### config.mk
export PLATFORM = sky130hd
export DESIGN_NAME = fir_stream_feeder_flat
export DESIGN_NICKNAME = d
export VERILOG_FILES = /design/src/rtl/fir_pkg.sv /design/src/rtl/fir_stream_feeder_if.sv /design/src/rtl/fir_prefetch_fifo.sv /design/src/rtl/fir_stream_feeder.sv /design/src/flat_wrapper.sv
export SDC_FILE = /design/constraint.sdc
export NUM_CORES = 1
export LEC_CHECK = 0
export BUFFER_PORTS_ARGS = -buffer_cell sky130_fd_sc_hd__buf_2
export CORE_AREA = 2 2 165 167
export DETAILED_ROUTE_END_ITERATION = 16
export DIE_AREA = 0 0 167 169
export GPL_TIMING_DRIVEN = 0
export PLACE_DENSITY = 0.58
export SLEW_MARGIN = 30
export SYNTH_ARGS = -nofsm -noshare
export SYNTH_HDL_FRONTEND = slang
export SYNTH_SLANG_ARGS = --single-unit
export TNS_END_PERCENT = 1
### constraint.sdc
create_clock -name clk -period 6.65 [get_ports clk]
set_input_delay 1.33 -clock clk [delete_from_list [all_inputs] [get_ports clk]]
set_output_delay 1.33 -clock clk [all_outputs]
set_load 0.05 [all_outputs]
### src/rtl/fir_pkg.sv
// FIR shared definitions: default tap/sample counts and the issue-FSM encoding.
// Latency: n/a (constants and types only).
// Backpressure: n/a.
package fir_pkg;

  localparam int NUM_TAPS    = 11;
  localparam int NUM_SAMPLES = 64;

  typedef enum logic [1:0] {
    IDLE      = 2'd0,
    ISSUE_TAP = 2'd1,
    ISSUE_X   = 2'd2,
    WAIT_OUT  = 2'd3
  } issue_state_t;

endpackage

### src/rtl/fir_stream_feeder_if.sv
// Memory read port plus AXI-stream output bundle between feeder and its neighbours.
// Latency: n/a (wires only).
// Backpressure: m_tready from the stream consumer; memory side has no backpressure.
// Ports: mem_rd_en/mem_rd_addr (request), mem_rd_valid/mem_rd_data (in-order response),
//        m_tvalid/m_tdata/m_tlast (stream out), m_tready (stream ready).
interface fir_stream_feeder_if #(
  parameter int ADDR_W = 12,
  parameter int DATA_W = 32
);
  import fir_pkg::*;

  logic              mem_rd_en;
  logic [ADDR_W-1:0] mem_rd_addr;
  logic              mem_rd_valid;
  logic [DATA_W-1:0] mem_rd_data;
  logic              m_tvalid;
  logic [DATA_W-1:0] m_tdata;
  logic              m_tlast;
  logic              m_tready;

  modport master (
    output mem_rd_en, mem_rd_addr,
    input  mem_rd_valid, mem_rd_data,
    output m_tvalid, m_tdata, m_tlast,
    input  m_tready
  );

  modport slave (
    input  mem_rd_en, mem_rd_addr,
    output mem_rd_valid, mem_rd_data,
    input  m_tvalid, m_tdata, m_tlast,
    output m_tready
  );

endinterface

### src/rtl/fir_prefetch_fifo.sv
// Synchronous show-ahead FIFO: head always presents the oldest entry.
// Latency: a push is visible on head the cycle after it is written.
// Backpressure: push while full is dropped unless a pop frees the slot in the same cycle.
// Ports: push/push_data (write), pop (read), head, empty, full, count.
module fir_prefetch_fifo #(
  parameter int DATA_W = 32,
  parameter int DEPTH  = 4
) (
  input  logic                       clk,
  input  logic                       rst,
  input  logic                       push,
  input  logic [DATA_W-1:0]          push_data,
  input  logic                       pop,
  output logic [DATA_W-1:0]          head,
  output logic                       empty,
  output logic                       full,
  output logic [$clog2(DEPTH+1)-1:0] count
);
  import fir_pkg::*;

  localparam int AW = $clog2(DEPTH);
  localparam int CW = $clog2(DEPTH+1);

  logic [DATA_W-1:0] store [DEPTH];
  logic [AW-1:0]     wr_ptr;
  logic [AW-1:0]     rd_ptr;
  logic              do_push;
  logic              do_pop;

  assign empty   = (count == '0);
  assign full    = (count == CW'(DEPTH));
  assign do_pop  = pop && !empty;
  // A pop of a full FIFO frees the slot this push lands in.
  assign do_push = push && (!full || do_pop);
  assign head    = store[rd_ptr];

  always_ff @(posedge clk or posedge rst) begin
    if (rst) begin
      for (int i = 0; i < DEPTH; i++) store[i] <= '0;
      wr_ptr <= '0;
      rd_ptr <= '0;
      count  <= '0;
    end else begin
      if (do_push) begin
        store[wr_ptr] <= push_data;
        wr_ptr        <= wr_ptr + AW'(1);
      end
      if (do_pop) rd_ptr <= rd_ptr + AW'(1);
      case ({do_push, do_pop})
        2'b10:   count <= count + CW'(1);
        2'b01:   count <= count - CW'(1);
        default: count <= count;
      endcase
    end
  end

endmodule

### src/rtl/fir_stream_feeder.sv
// Fetches NUM_TAPS coefficients then NUM_SAMPLES samples from memory and streams them out.
// Latency: first read the cycle after start; first beat one cycle after first read response.
// Backpressure: reads are credit-limited so FIFO occupancy plus in-flight reads never exceed FIFO_DEPTH.
// Ports: clk, rst, ap_start, tap_base, x_base, busy, done, bus (memory read + stream master).
module fir_stream_feeder #(
  parameter int ADDR_W      = 12,
  parameter int DATA_W      = 32,
  parameter int NUM_TAPS    = fir_pkg::NUM_TAPS,
  parameter int NUM_SAMPLES = fir_pkg::NUM_SAMPLES,
  parameter int FIFO_DEPTH  = 4
) (
  input  logic              clk,
  input  logic              rst,
  input  logic              ap_start,
  input  logic [ADDR_W-1:0] tap_base,
  input  logic [ADDR_W-1:0] x_base,
  output logic              busy,
  output logic              done,
  fir_stream_feeder_if.master bus
);
  import fir_pkg::*;

  localparam int TOTAL = NUM_TAPS + NUM_SAMPLES;
  localparam int BW    = $clog2(TOTAL);
  localparam int CW    = $clog2(FIFO_DEPTH+1);

  issue_state_t      state, state_nxt;
  logic [ADDR_W-1:0] tap_base_q, x_base_q;
  logic [BW-1:0]     issue_cnt, beat_cnt;
  logic [CW-1:0]     inflight, fifo_count;
  logic [CW:0]       outstanding;
  logic              fifo_empty, fifo_full;
  logic              credit_ok, rsp_ok, push, pop, last_beat;
  logic              start_ok, rd_en, phase_end, done_q;

  // The done cycle itself is IDLE but must not accept a restart.
  assign start_ok    = ap_start && (state == IDLE) && !done_q;
  assign outstanding = {1'b0, fifo_count} + {1'b0, inflight};
  assign credit_ok   = outstanding < (CW+1)'(FIFO_DEPTH);
  // A response with nothing outstanding is spurious and is dropped.
  assign rsp_ok      = bus.mem_rd_valid && (inflight != '0);
  assign push        = rsp_ok && (!fifo_full || pop);
  assign pop         = bus.m_tvalid && bus.m_tready;
  assign last_beat   = (beat_cnt == BW'(TOTAL-1));

  assign busy             = (state != IDLE);
  assign done             = done_q;
  assign bus.mem_rd_en    = rd_en;
  assign bus.mem_rd_addr  = ((state == ISSUE_X) ? x_base_q : tap_base_q) + ADDR_W'(issue_cnt);
  assign bus.m_tvalid     = !fifo_empty;
  assign bus.m_tlast      = bus.m_tvalid && last_beat;

  always_ff @(posedge clk or posedge rst) begin
    if (rst) state <= IDLE;
    else     state <= state_nxt;
  end

  always_comb begin
    state_nxt = state;
    rd_en     = 1'b0;
    phase_end = 1'b0;
    case (state)
      IDLE: if (start_ok) state_nxt = ISSUE_TAP;
      ISSUE_TAP: begin
        rd_en     = credit_ok;
        phase_end = (issue_cnt == BW'(NUM_TAPS-1));
        if (rd_en && phase_end) state_nxt = ISSUE_X;
      end
      ISSUE_X: begin
        rd_en     = credit_ok;
        phase_end = (issue_cnt == BW'(NUM_SAMPLES-1));
        if (rd_en && phase_end) state_nxt = WAIT_OUT;
      end
      WAIT_OUT: if (pop && last_beat) state_nxt = IDLE;
      default: state_nxt = IDLE;
    endcase
  end

  always_ff @(posedge clk or posedge rst) begin
    if (rst) begin
      tap_base_q <= '0;
      x_base_q   <= '0;
      issue_cnt  <= '0;
      beat_cnt   <= '0;
      inflight   <= '0;
      done_q     <= 1'b0;
    end else begin
      if (start_ok) begin
        tap_base_q <= tap_base;
        x_base_q   <= x_base;
      end
      if (rd_en) issue_cnt <= phase_end ? '0 : issue_cnt + BW'(1);
      if (pop)   beat_cnt  <= last_beat ? '0 : beat_cnt + BW'(1);
      case ({rd_en, rsp_ok})
        2'b10:   inflight <= inflight + CW'(1);
        2'b01:   inflight <= inflight - CW'(1);
        default: inflight <= inflight;
      endcase
      done_q <= pop && last_beat;
    end
  end

  fir_prefetch_fifo #(
    .DATA_W (DATA_W),
    .DEPTH  (FIFO_DEPTH)
  ) u_fifo (
    .clk       (clk),
    .rst       (rst),
    .push      (push),
    .push_data (bus.mem_rd_data),
    .pop       (pop),
    .head      (bus.m_tdata),
    .empty     (fifo_empty),
    .full      (fifo_full),
    .count     (fifo_count)
  );

endmodule
### src/flat_wrapper.sv
// flat-port wrapper written by rule: the top's interface ports become plain ports
module fir_stream_feeder_flat import fir_pkg::*;
#(
  parameter int ADDR_W      = 12,
  parameter int DATA_W      = 32,
  parameter int NUM_TAPS    = fir_pkg::NUM_TAPS,
  parameter int NUM_SAMPLES = fir_pkg::NUM_SAMPLES,
  parameter int FIFO_DEPTH  = 4
)
  (clk, rst, ap_start, tap_base, x_base, busy, done, bus_mem_rd_en, bus_mem_rd_addr, bus_mem_rd_valid, bus_mem_rd_data, bus_m_tvalid, bus_m_tdata, bus_m_tlast, bus_m_tready);
  fir_stream_feeder_if #(.ADDR_W(ADDR_W), .DATA_W(DATA_W)) bus_i ();
  input  logic clk;
  input  logic rst;
  input  logic ap_start;
  input  logic [ADDR_W-1:0] tap_base;
  input  logic [ADDR_W-1:0] x_base;
  output logic busy;
  output logic done;
  output wire logic [$bits(bus_i.mem_rd_en)-1:0] bus_mem_rd_en;
  output wire logic [$bits(bus_i.mem_rd_addr)-1:0] bus_mem_rd_addr;
  input wire logic [$bits(bus_i.mem_rd_valid)-1:0] bus_mem_rd_valid;
  input wire logic [$bits(bus_i.mem_rd_data)-1:0] bus_mem_rd_data;
  output wire logic [$bits(bus_i.m_tvalid)-1:0] bus_m_tvalid;
  output wire logic [$bits(bus_i.m_tdata)-1:0] bus_m_tdata;
  output wire logic [$bits(bus_i.m_tlast)-1:0] bus_m_tlast;
  input wire logic [$bits(bus_i.m_tready)-1:0] bus_m_tready;
  assign bus_mem_rd_en = bus_i.mem_rd_en;
  assign bus_mem_rd_addr = bus_i.mem_rd_addr;
  assign bus_i.mem_rd_valid = bus_mem_rd_valid;
  assign bus_i.mem_rd_data = bus_mem_rd_data;
  assign bus_m_tvalid = bus_i.m_tvalid;
  assign bus_m_tdata = bus_i.m_tdata;
  assign bus_m_tlast = bus_i.m_tlast;
  assign bus_i.m_tready = bus_m_tready;
  fir_stream_feeder #(.ADDR_W(ADDR_W), .DATA_W(DATA_W), .NUM_TAPS(NUM_TAPS), .NUM_SAMPLES(NUM_SAMPLES), .FIFO_DEPTH(FIFO_DEPTH)) u_core (.clk(clk), .rst(rst), .ap_start(ap_start), .tap_base(tap_base), .x_base(x_base), .busy(busy), .done(done), .bus(bus_i));
endmodule
Yosys cells after proc, flatten, opt, wreduce, memory -nomap -nowiden
Cells that the tools add are included.
Widths: inputs -> output; s select.

operators by class
  add/subtract/negate cells = 10
  $lt $le $gt $ge = 4
  eq/ne operators = 15
  muxes and demuxes = 18
  bitwise logic cells = 2
  reductions and logical operators = 25

operators by type and width
  operator             count
  $bwmux 128           1
  $mux 32              3
  $bmux 32 s2          1
  $demux 32 s2         1
  $add 7x1->7 const B  2
  $mux 7               2
  $add 12x7->12        1
  $logic_and 1x1->1    12
  $mux 12              1
  $pmux 3 s2           2
  $eq 2x2->1 const B   4
  $mux 2               4
  $pmux 2 s4           1
  $eq 7x4->1 const B   1
  $eq 7x6->1 const B   1
  $eq 7x7->1 const B   1
  $add 3x1->3 const B  2
  $eq 2x1->1 const B   3
  $ge 3x3->1 const B   2
  $ne 2x1->1 const B   3
  $not 2->3            2
  $reduce_bool 2->1    3
  $sub 3x1->3 const B  2
  $add 2x1->2 const B  2
  other kinds (14)     17

word-level totals
  bits in registers = 179
  logic and storage cells = 88

Longest topological paths before layout
  depth in word-level cells = 8
  mapped depth = 13
  mapped depth without buffers = 11

Hierarchy
Synthesis repeated with hierarchy kept, for this count alone.

unflattened totals
  cell total of the unflattened synthesis = 587
  area, all modules = 8633.3 um^2

modules (own cells, without submodules)
  module             instances  cells an instance  area each (um^2)  seq. area each (um^2)
  fir_prefetch_fifo  1          350                5977.0            3378.2
  fir_stream_feeder  1          237                2656.3            1101.1

Least setup slack after synthesis
Ideal clock, no wire load.

  path kind = register to output
  start = register u_core.state[0]
  end = output port bus_mem_rd_addr[10]
  arrival = 3.376 ns
  required time = 5.320 ns
  slack = 1.944 ns
  cell stages (with the launch flop) = 14
  cells stage by stage = dfrtp_1 inv_1 ha_1 buf_2 buf_1 mux2_2 ha_1 inv_1 fa_1 nor2b_1 o21bai_1 a21oi_1 nand2_1 xnor2_1

on the way
  cells in the longest elaborated chain, start to end = 3

RTL lines
  element                   RTL line                 text
  start: declaration        fir_stream_feeder.sv:27  issue_state_t state, state_nxt;
  start signal: assignment  fir_stream_feeder.sv:55  else state <= state_nxt;
  $eq 2x2->1                fir_stream_feeder.sv:49  assign bus.mem_rd_addr = ((state == ISSUE_X) ? x_base_q : tap_base_q) + ADDR_W'(issue_cnt);
  $mux 12                   fir_stream_feeder.sv:49
  $add 12x7->12             fir_stream_feeder.sv:49
  end: declaration          flat_wrapper.sv:20       output wire logic [$bits(bus_i.mem_rd_addr)-1:0] bus_mem_rd_addr;

Every way passes these cells.

Final worst setup path
  start = register u_core.state[0]
  end = output port bus_mem_rd_addr[8]

Same word-level chain as after synthesis.

==> out/metrics.cfg <==
[status]
status = finished clean

[clock_tree]
htree_levels = 4
clockBufferDepth = 2
clockRootBuffer = clkbuf_16
hold_buffers = 0
cts_setup_buffers = 0
cts_resized = 0
clock_latency_ps = 430
cts_tree = done
cts_buffers = 17
cts.clk_slew.worst_paths_ps = 70
cts_sinks = 179

[die]
die-height_um = 169
chipWidth_um = 167
ios = 110
dieArea_um2 = 28200
core_um2 = 26500
initial_utilization = 0.346
rows = 60

[setup_path]
crit_arrival_ps = 4130
cp-end-kind = output port
required_ps = 5320
start_kind = register
path_class = register to output port
worstPathMaxFanout = 10

[route]
drtIter0Drc = 202
antenna_left = 0
drc = 0
vias_per_cell = 4.81
vias = 5129
wire_per_inst_um = 17.6
wirelength_um = 18800
drt_pass1_iterations = 4

[final_layout]
finalNetCount = 801
utilization = 0.407
fillers = 2482
drive_gt1_frac = 0.512
area_growth_pct = 17.7
fin_cells = 1067

[grt]
grt_pass1_vias = 5500
grt_overflow_total = 0
grt_max_degree = 74
track_usage = 0.140
antenna_found_initial = 2
grt_pass1_wl_um = 31100

[sta]
hold_viol = 0
rsz0062_at_grt = no
final-setup-viol-count = 0
fin_crit_sh = 0.822
period_minus_slack_ps = 5460
finalWorstSetupSlack_ps = 1190
tightestPinTransition_ps = 697
maxSlewHeadroom = 0.536
finClkSkew_ps = 15.9
fmax_mhz = 183
timing.final.max_slew_violations = 0

[synth]
synth-main-ff-cell = dfrtp_1
synth_fp_nets = 671
synth_edf_count = 0
syn-cell-area_um2 = 9170
ys_ff_latch = 179
syn_area_per_cell_um2 = 15.7
ys.warnings.count = 0
async_flop_share = 1.00
synth-seq-area-share = 0.488
synth_cells = 583
ys_types = 46

[run]
drv_cap = 0

[place]
place_inst = 1035
io_buffer_count = 109
place_ws_ps = 1620
globalplace.congestion = 0.774
detailed_place_hpwl_um = 12500

[hold_path]
hp-class = register to register

-- flip-flops by register name, indices dropped and copies added (netlist names) --
| register | flops |
|---|---|
| u_core.beat_cnt | 7 |
| u_core.done | 1 |
| u_core.inflight | 3 |
| u_core.issue_cnt | 7 |
| u_core.state | 2 |
| u_core.tap_base_q | 12 |
| u_core.u_fifo.count | 3 |
| u_core.u_fifo.rd_ptr | 2 |
| u_core.u_fifo.store | 128 |
| u_core.u_fifo.wr_ptr | 2 |
| u_core.x_base_q | 12 |
-- logic make-up (layout without fill, tap and decap cells) --
group,count (synthesis),count (layout),share of synthesized area
other,0,1,0
DFF,179,179,0.488
AOI/OAI and AO/OA,47,47,0.0360
xor gates and xnor gates,20,20,0.0191
adders and majority gates,27,27,0.0393
muxes,199,199,0.332
and+or+nand+nor,57,57,0.0385
buffers and inverters,54,196,0.0467
-- per-layer routing --
layer / vias to the layer above / GRT usage / routed length, um
met1: 2659 / 0.201 / 9350
met2: 87 / 0.215 / 8710
met3: 15 / 0.0288 / 568
li1: 2366 / - / -
met4: 2 / 0.0360 / 160
met5: - / 0 / 13
-- cells in the final DEF, fill, tap and decap left out, types with 2 or more instances in the layout --
master,netlist,final
a21o_1,5,5
a21oi_1,8,8
a22o_1,4,4
a31oi_1,2,2
and3_1,2,2
buf_12,13,13
buf_16,0,2
buf_2,11,120
clkbuf_16,0,17
clkinv_8,0,2
clkinvlp_4,0,2
dfrtp_1,179,179
fa_1,3,3
ha_1,24,24
inv_1,27,26
inv_6,0,5
inv_8,0,4
mux2_2,41,41
mux2_4,120,120
mux2i_1,6,6
mux4_2,32,32
nand2_1,13,13
nand2_8,4,4
nand3_1,10,10
nand3b_1,2,2
nand4_1,4,4
nor2_1,7,7
nor2b_1,4,4
nor3_1,4,4
nor4b_1,2,2
o21ai_0,14,14
o31ai_1,3,3
or3_1,2,2
xnor2_1,14,14
xor2_1,6,6
-- worst max-delay path, cell delays in order (launching register included) --
cell and delay (ps):
dfrtp_1 400, inv_1 130, ha_1 150, buf_2 250
buf_1 570, mux2_2 280, ha_1 170, inv_1 60
fa_1 400, nor2b_1 180, o21bai_1 120, a21oi_1 370
nand3_1 130, a32o_1 280, buf_2 210
-- worst paths after layout --
check                                          startpoint                                   to  slack, ps  depth (start not counted)
setup / recovery              u_core.state[0]$_DFFE_PP0P_                   bus_mem_rd_addr[8]       1190                         14
hold / removal             u_core.beat_cnt[6]$_DFFE_PP0N_       u_core.beat_cnt[6]$_DFFE_PP0N_        490                          1
setup reg to reg           u_core.inflight[2]$_DFFE_PP0P_       u_core.inflight[2]$_DFFE_PP0P_       4340                          9
hold reg to reg            u_core.beat_cnt[6]$_DFFE_PP0N_       u_core.beat_cnt[6]$_DFFE_PP0N_        490                          1
max in group asynchronous                             rst  u_core.u_fifo.store[84]$_DFFE_PP0P_       4770                          4
min in group asynchronous                             rst     u_core.tap_base_q[4]$_DFFE_PP0P_        860                          2
-- final cells by class --
cell class / instances / area (um2) / share of cell area
antenna: 1 / 2.50 / 0.000232
sequential: 179 / 4480 / 0.415
clock buffer: 17 / 425 / 0.0394
timing repair buffer: 111 / 601 / 0.0556
clock inverter: 14 / 164 / 0.0152
tap: 341 / 427 / 0.0395
buffer: 26 / 323 / 0.0299
multi-input combinational: 350 / 4260 / 0.395
inverter: 28 / 113 / 0.0104
-- stage by stage --
stage          cell area (um2)  setup TNS (ps)  hold slack [ps]
3_3_place_gp             10100         -351070              474
6_report                 10800               0              491
4_1_cts                  10800               0              501
5_1_grt                  10800               0              517
2_1_floorplan             9170               0              451
3_5_place_dp             10200               0              487
-- cells in the mapped netlist, types with 4 or more instances --
cell type / count / area (um2)
buf_12: 13 / 260
nor3_1: 4 / 20.0
xnor2_1: 14 / 123
nand3_1: 10 / 50.1
mux2_2: 41 / 462
buf_2: 11 / 55.1
mux2i_1: 6 / 60.1
a21oi_1: 8 / 40.0
a21o_1: 5 / 37.5
inv_1: 27 / 101
mux4_2: 32 / 721
nand2_1: 13 / 48.8
ha_1: 24 / 300
nand4_1: 4 / 25.0
nor2_1: 7 / 26.3
o21ai_0: 14 / 70.1
a22o_1: 4 / 35.0
mux2_4: 120 / 1800
nor2b_1: 4 / 25.0
xor2_1: 6 / 52.6
nand2_8: 4 / 80.1
dfrtp_1: 179 / 4480
Power is left out: the tool's default activity adds up to more than one toggle a clock period on the data nets, which glitch-free logic cannot reach.
